## src/rtl/add_sub_arb.sv

```systemverilog
// ---------------------------------------------------------------------------
// add_sub_arb
// Shares one combinational add_sub unit among NUM_REQ requesters. Grants one
// op at a time over valid/ready, drives registered operands to the add_sub,
// captures sum/carry one cycle later and returns a tagged response.
//
// Build option:
//   ADD_SUB_ARB_FIXED_PRIO_EN  defined   -> fixed priority, lowest index wins
//                              undefined -> round-robin (default)
// ---------------------------------------------------------------------------
module add_sub_arb #(
    parameter int unsigned WIDTH   = 4,
    parameter int unsigned NUM_REQ = 2,
    localparam int unsigned IDW    = $clog2(NUM_REQ)
) (
    input  logic                       i_clk,
    input  logic                       i_rst_n,
    input  logic [NUM_REQ-1:0]         i_req_valid,
    output logic [NUM_REQ-1:0]         o_req_ready,
    input  logic [NUM_REQ*WIDTH-1:0]   i_req_a,
    input  logic [NUM_REQ*WIDTH-1:0]   i_req_b,
    input  logic [NUM_REQ-1:0]         i_req_s,
    output logic [WIDTH-1:0]           o_as_a,
    output logic [WIDTH-1:0]           o_as_b,
    output logic                       o_as_s,
    input  logic [WIDTH-1:0]           i_as_sum,
    input  logic                       i_as_cout,
    output logic                       o_rsp_valid,
    input  logic                       i_rsp_ready,
    output logic [IDW-1:0]             o_rsp_id,
    output logic [WIDTH-1:0]           o_rsp_sum,
    output logic                       o_rsp_cout
);

    typedef enum logic [1:0] {
        IDLE = 2'd0,
        EXEC = 2'd1,
        RESP = 2'd2
    } state_t;

    state_t         state_q;
    state_t         next_state;
    logic [IDW-1:0] ptr_q;
    logic [IDW-1:0] id_q;
    logic [IDW-1:0] grant;
    logic           grant_vld;
    int unsigned    idx;

    // State register
    always_ff @(posedge i_clk or negedge i_rst_n) begin
        if (!i_rst_n) begin
            state_q <= IDLE;
        end else begin
            state_q <= next_state;
        end
    end

    // Grant search (first valid after pointer, wrapping), ready and next state
    always_comb begin
        next_state  = state_q;
        grant       = '0;
        grant_vld   = 1'b0;
        idx         = 0;
        o_req_ready = '0;

        for (int unsigned off = 1; off <= NUM_REQ; off++) begin
            idx = (32'(ptr_q) + off) % NUM_REQ;
            if (!grant_vld && i_req_valid[IDW'(idx)]) begin
                grant     = IDW'(idx);
                grant_vld = 1'b1;
            end
        end

        case (state_q)
            IDLE: begin
                if (grant_vld) begin
                    next_state = EXEC;
                    if (i_rst_n) begin
                        o_req_ready[grant] = 1'b1;
                    end
                end
            end
            EXEC: begin
                next_state = RESP;
            end
            RESP: begin
                if (i_rsp_ready) begin
                    next_state = IDLE;
                end
            end
            default: begin
                next_state = IDLE;
            end
        endcase
    end

    // Operand latch on accept, result capture after the add_sub has settled
    always_ff @(posedge i_clk or negedge i_rst_n) begin
        if (!i_rst_n) begin
            o_as_a      <= '0;
            o_as_b      <= '0;
            o_as_s      <= 1'b0;
            id_q        <= '0;
            ptr_q       <= IDW'(NUM_REQ - 1);
            o_rsp_valid <= 1'b0;
            o_rsp_id    <= '0;
            o_rsp_sum   <= '0;
            o_rsp_cout  <= 1'b0;
        end else begin
            case (state_q)
                IDLE: begin
                    if (grant_vld) begin
                        o_as_a <= i_req_a[grant*WIDTH +: WIDTH];
                        o_as_b <= i_req_b[grant*WIDTH +: WIDTH];
                        o_as_s <= i_req_s[grant];
                        id_q   <= grant;
`ifndef ADD_SUB_ARB_FIXED_PRIO_EN
                        ptr_q  <= grant;
`endif
                    end
                end
                EXEC: begin
                    o_rsp_sum   <= i_as_sum;
                    o_rsp_cout  <= i_as_cout;
                    o_rsp_id    <= id_q;
                    o_rsp_valid <= 1'b1;
                end
                RESP: begin
                    if (i_rsp_ready) begin
                        o_rsp_valid <= 1'b0;
                    end
                end
                default: begin
                    o_rsp_valid <= 1'b0;
                end
            endcase
        end
    end

endmodule

```

## config.mk

```make
export PLATFORM = sky130hd
export DESIGN_NAME = add_sub_arb
export DESIGN_NICKNAME = d
export VERILOG_FILES = /design/src/rtl/add_sub_arb.sv
export SDC_FILE = /design/constraint.sdc
export NUM_CORES = 1
export LEC_CHECK = 0
export ABC_AREA = 1
export CAP_MARGIN = 25
export CORE_MARGIN = 3
export CORE_UTILIZATION = 44
export DETAILED_ROUTE_END_ITERATION = 8
export GPL_TIMING_DRIVEN = 0
export PLACE_DENSITY = 0.84
export SKIP_CTS_REPAIR_TIMING = 1
export SLEW_MARGIN = 20
export SYNTH_ARGS = -nofsm -noshare
export SYNTH_HDL_FRONTEND = slang
export SYNTH_SLANG_ARGS = --single-unit
```

## constraint.sdc

```tcl
create_clock -name i_clk -period 1.71 [get_ports i_clk]
set_input_delay 0.171 -clock i_clk [delete_from_list [all_inputs] [get_ports i_clk]]
set_output_delay 0.171 -clock i_clk [all_outputs]
set_load 0.01 [all_outputs]
```

==> results by stage <==
Power and ir drop:
- The worst-case IR drop observed on VDD is 0.000972 V.
- Power spread over the standard cell area amounts to 1530 mW/mm2.
- Summed over all cells, the static leakage comes to 0.850 nW.
- The total power consumption of the routed design is 2.41 mW.

STA:
- Setup repair after global routing left no endpoint under its margin.
- The highest clock frequency the design can meet is 615 MHz.
- For the final database, setup skew stands at 0.00333 ns.
- The slew at the pin with the worst max-slew slack is 0.243 ns.
- The final period demand of the worst path is 1.63 ns.
- The minimum setup slack in the final design is 0.0845 ns.
- After routing, the total negative slack on setup checks comes to 0 ns.
- The worst pin sits at a relative slew slack of 83.8%.
- Final hold analysis gives a worst-case slack of 0.0892 ns.
- The number of endpoints with negative hold slack in the final report is 0.
- The max-slew violation count was 0.
- The final count of negative-setup-slack endpoints is 0.
- In the finished design, the share of the clock period the worst path needs comes to 95.1%.

Yosys:
- After synthesis, flip-flops and latches occupy 49.6% of the total area.
- The number of distinct library cells after synthesis is 16.
- The post-synthesis instance total is 129.
- In the post-synthesis netlist, the biggest area contributors are sky130_fd_sc_hd__dfrtp_1 47%, sky130_fd_sc_hd__nand2_1 16%, sky130_fd_sc_hd__nand3_1 11%, sky130_fd_sc_hd__inv_1 8.2%, sky130_fd_sc_hd__buf_6 3.3%.
- In this run the biggest area consumer among cell types represents 47.0% of the synthesized area.
- In the synthesized netlist the async set-or-reset flop fraction comes to 100%.
- The dominant synthesized flop cell is sky130_fd_sc_hd__dfrtp_1.
- The leading area contributor after synthesis is sky130_fd_sc_hd__dfrtp_1.
- The total nets after synthesis is 157.
- The number of synthesized flops with an enable pin is 0.
- The count of yosys warnings during synthesis is 0.
- The flip-flop and latch count after synthesis is 20.
- The commonest cells after synthesis are 43 x sky130_fd_sc_hd__nand2_1, 23 x sky130_fd_sc_hd__nand3_1, 22 x sky130_fd_sc_hd__inv_1.
- The synthesized area per cell is 7.84 um2.
- sky130_fd_sc_hd__nand2_1 is the most common cell in the netlist.
- The mapped netlist covers 0.00101 mm2.

Die:
- The core outline area is 0.00206 mm2.
- The effective utilization at floorplan is 49.0%.
- The die covers 0.00291 mm2.
- The total number of placement rows is 16.
- For this design the top-level I/O count stands at 46.
- From left edge to right edge, the die measures 53.9 um.
- The die outline height is 53.9 um.

Setup path:
- In this run the worst setup path terminates at o_req_ready[0].
- Of all nets on the critical path, the largest fanout is 10.
- The startpoint of the worst register-to-register path is ptr_q.
- For this design, the slowest cell found on the critical path is sky130_fd_sc_hd__dfrtp_1.
- Tracing the worst setup path back leads to its startpoint at state_q[0].
- The type of element capturing the critical path is an output port.
- The path depth of the worst reg2reg path is 6.
- STA classifies the critical path startpoint as a flop.
- The critical path data required time is 1.54 ns.
- The biggest cell delay along the critical path is 0.39 ns.
- The critical path goes through buf_6 > inv_4 > nand2_4 > inv_2 > nand2_2 > buf_6 > nor3_2 > dlymetal6s2s_1.
- The slack of the worst reg-to-reg path is 0.48 ns.
- The worst setup path is of the reg -> out kind.
- Data on the critical path arrives at its endpoint at 1.45 ns.
- Counting stages on the worst path, the most repeated cell is sky130_fd_sc_hd__buf_6.
- The worst register-to-register path ends at o_as_a[2].

Cells and area:
- The total non-filler cell area in the finished layout is 0.00157 mm2.
- Relative to the synthesized area, the layout overhead comes to 55.4%.
- The number of cells in the finished layout apart from fillers is 208.
- The final core utilization is 76.2%.
- The share of layout cells above drive strength 1 is 12.7%.
- The antenna cell count is 0.
- At the end of the flow, the number of nets in the layout was 210.

GRT:
- The overall track demand over capacity in global routing is 18.4%.
- The number of antenna violations at the first check in global routing is 0.
- After global routing the overflow that remains totals 0.
- The global-route wire length before repair is 3860 um.
- The via count of the first global-routing pass was 922.
- Entering global routing, the biggest net connects 22 pins.

Detailed routing:
- Once detail routing completed, the nets flagged for antenna violations numbered 0.
- After detailed routing, the met2 layer carries 1220 um of wire.
- The DRC violation count after routing is 0.
- In the routed layout, each cell is associated on average with a via count of 4.80.
- The top metal layer carrying routed signals is met4.
- The iteration count of the initial detailed-routing pass is 5.
- Detailed routing placed a total of 263 um of wire on met3.
- The per-cell routed wire length is 11.9 um.
- The via count is 998.
- The aggregate routed wire length is 2480 um.
- The detailed router finished its first iteration with 19 violations.
- The routed metal-1 wirelength is 985 um.

Placed design:
- The worst-case setup slack after placement is -0.703 ns.
- Once detailed placement completed, the half-perimeter wirelength came to 1850 um.
- The count of buffers added on input and output ports is 45.
- The congestion estimate from routability-driven global placement came to 0.724.
- The total instance count after detailed placement is 201.
- The placement-stage cell area is 0.00150 mm2.

Clock network:
- The TritonCTS clock tree is yes.
- Counting every sink on the clock net gives 20.
- Clock-pin slew was measured on the worst setup and hold paths at 0.11 ns.
- In this run the number of H-tree levels came out at 1.
- The tree is rooted in a sky130_fd_sc_hd__clkbuf_4.
- The clock latency reported for the late side of the worst-skew pair is 0.29 ns.
- The maximum count of clock buffers along a single path is 2.
- TritonCTS created 3 clock buffers.

Worst hold path:
- The worst hold path belongs to the class in -> async.

Run:
- The tool flagged a number of max-cap violations equal to 0.

Outcome:
- The flow ran to the end, and the final reports show no timing, DRC or antenna violations.
==> worst min-delay path by stage <==
stage                             from           end  slack, ns
after global routing           i_rst_n     o_as_b[2]       0.07
after CTS                      i_rst_n      o_rsp_id       0.40
after global placement    o_rsp_sum[2]  o_rsp_sum[2]       0.45
final                          i_rst_n     o_as_b[2]       0.09
after detailed placement  o_rsp_sum[2]  o_rsp_sum[2]       0.46
after floorplan                i_rst_n          id_q      -0.12
==> state kept, by name, summed over array words and instances, names as in the netlist <==
| name | cells |
|---|---|
| id_q | 1 |
| o_as_a | 4 |
| o_as_b | 4 |
| o_as_s | 1 |
| o_rsp_cout | 1 |
| o_rsp_id | 1 |
| o_rsp_sum | 4 |
| o_rsp_valid | 1 |
| ptr_q | 1 |
| state_q | 2 |
==> kinds of logic after synthesis <==
kind of cell    count (synthesis)  synth area share, %
buf+inv                        30                 14.0
flops                          20                 49.6
compound gates                  5                 2.47
simple gates                   74                 33.9
==> per-layer routing <==
metal / global-route usage (%) / vias up
li1: - / 493
met1: 22.2 / 455
met2: 30.2 / 48
met3: 6.09 / 2
met4: 6.38 / 0
met5: 0 / -
==> cell usage in the layout (no fill, tap or decap) <==
master                            netlist  layout
sky130_fd_sc_hd__nor2_2                 1       1
sky130_fd_sc_hd__nor2_4                 1       1
sky130_fd_sc_hd__buf_6                  3       3
sky130_fd_sc_hd__inv_1                 22      22
sky130_fd_sc_hd__clkbuf_8               0       1
sky130_fd_sc_hd__dlymetal6s2s_1         0       2
sky130_fd_sc_hd__nor2_1                 1       1
sky130_fd_sc_hd__dfrtp_1               19      19
sky130_fd_sc_hd__nand3_1               23      23
sky130_fd_sc_hd__buf_8                  0       1
sky130_fd_sc_hd__inv_2                  3       3
sky130_fd_sc_hd__nor3_2                 1       1
sky130_fd_sc_hd__dfstp_2                1       1
sky130_fd_sc_hd__inv_4                  1       1
sky130_fd_sc_hd__clkbuf_4               0       3
sky130_fd_sc_hd__nand2_1               43      43
sky130_fd_sc_hd__o21ai_0                5       5
sky130_fd_sc_hd__nand2_4                2       3
sky130_fd_sc_hd__nand2_2                2       1
sky130_fd_sc_hd__buf_4                  1       3
sky130_fd_sc_hd__clkdlybuf4s50_1        0      43
==> worst max-delay path, delay by kind of cell (launching register included) <==
kind,cells,cell delay (ns)
flops,1,0.39
simple gates,3,0.20
buf+inv,5,0.58
==> final cells by class <==
class | instances | area [um2]
plain buffers | 4 | 41.3
clock buffers | 4 | 36.3
fillers | 149 | 490
inverters | 26 | 100
multi-input cells | 79 | 373
flip-flops and latches | 20 | 502
well taps | 27 | 33.8
repair buffers | 48 | 485
==> power breakdown <==
group	internal, mW	total (mW)	switching, mW
combinational	0.656	1.29	0.638
clock	0.130	0.268	0.138
sequential	0.718	0.848	0.130
total	1.50	2.41	0.906
Note: power is estimated with default switching activity, not from simulation.
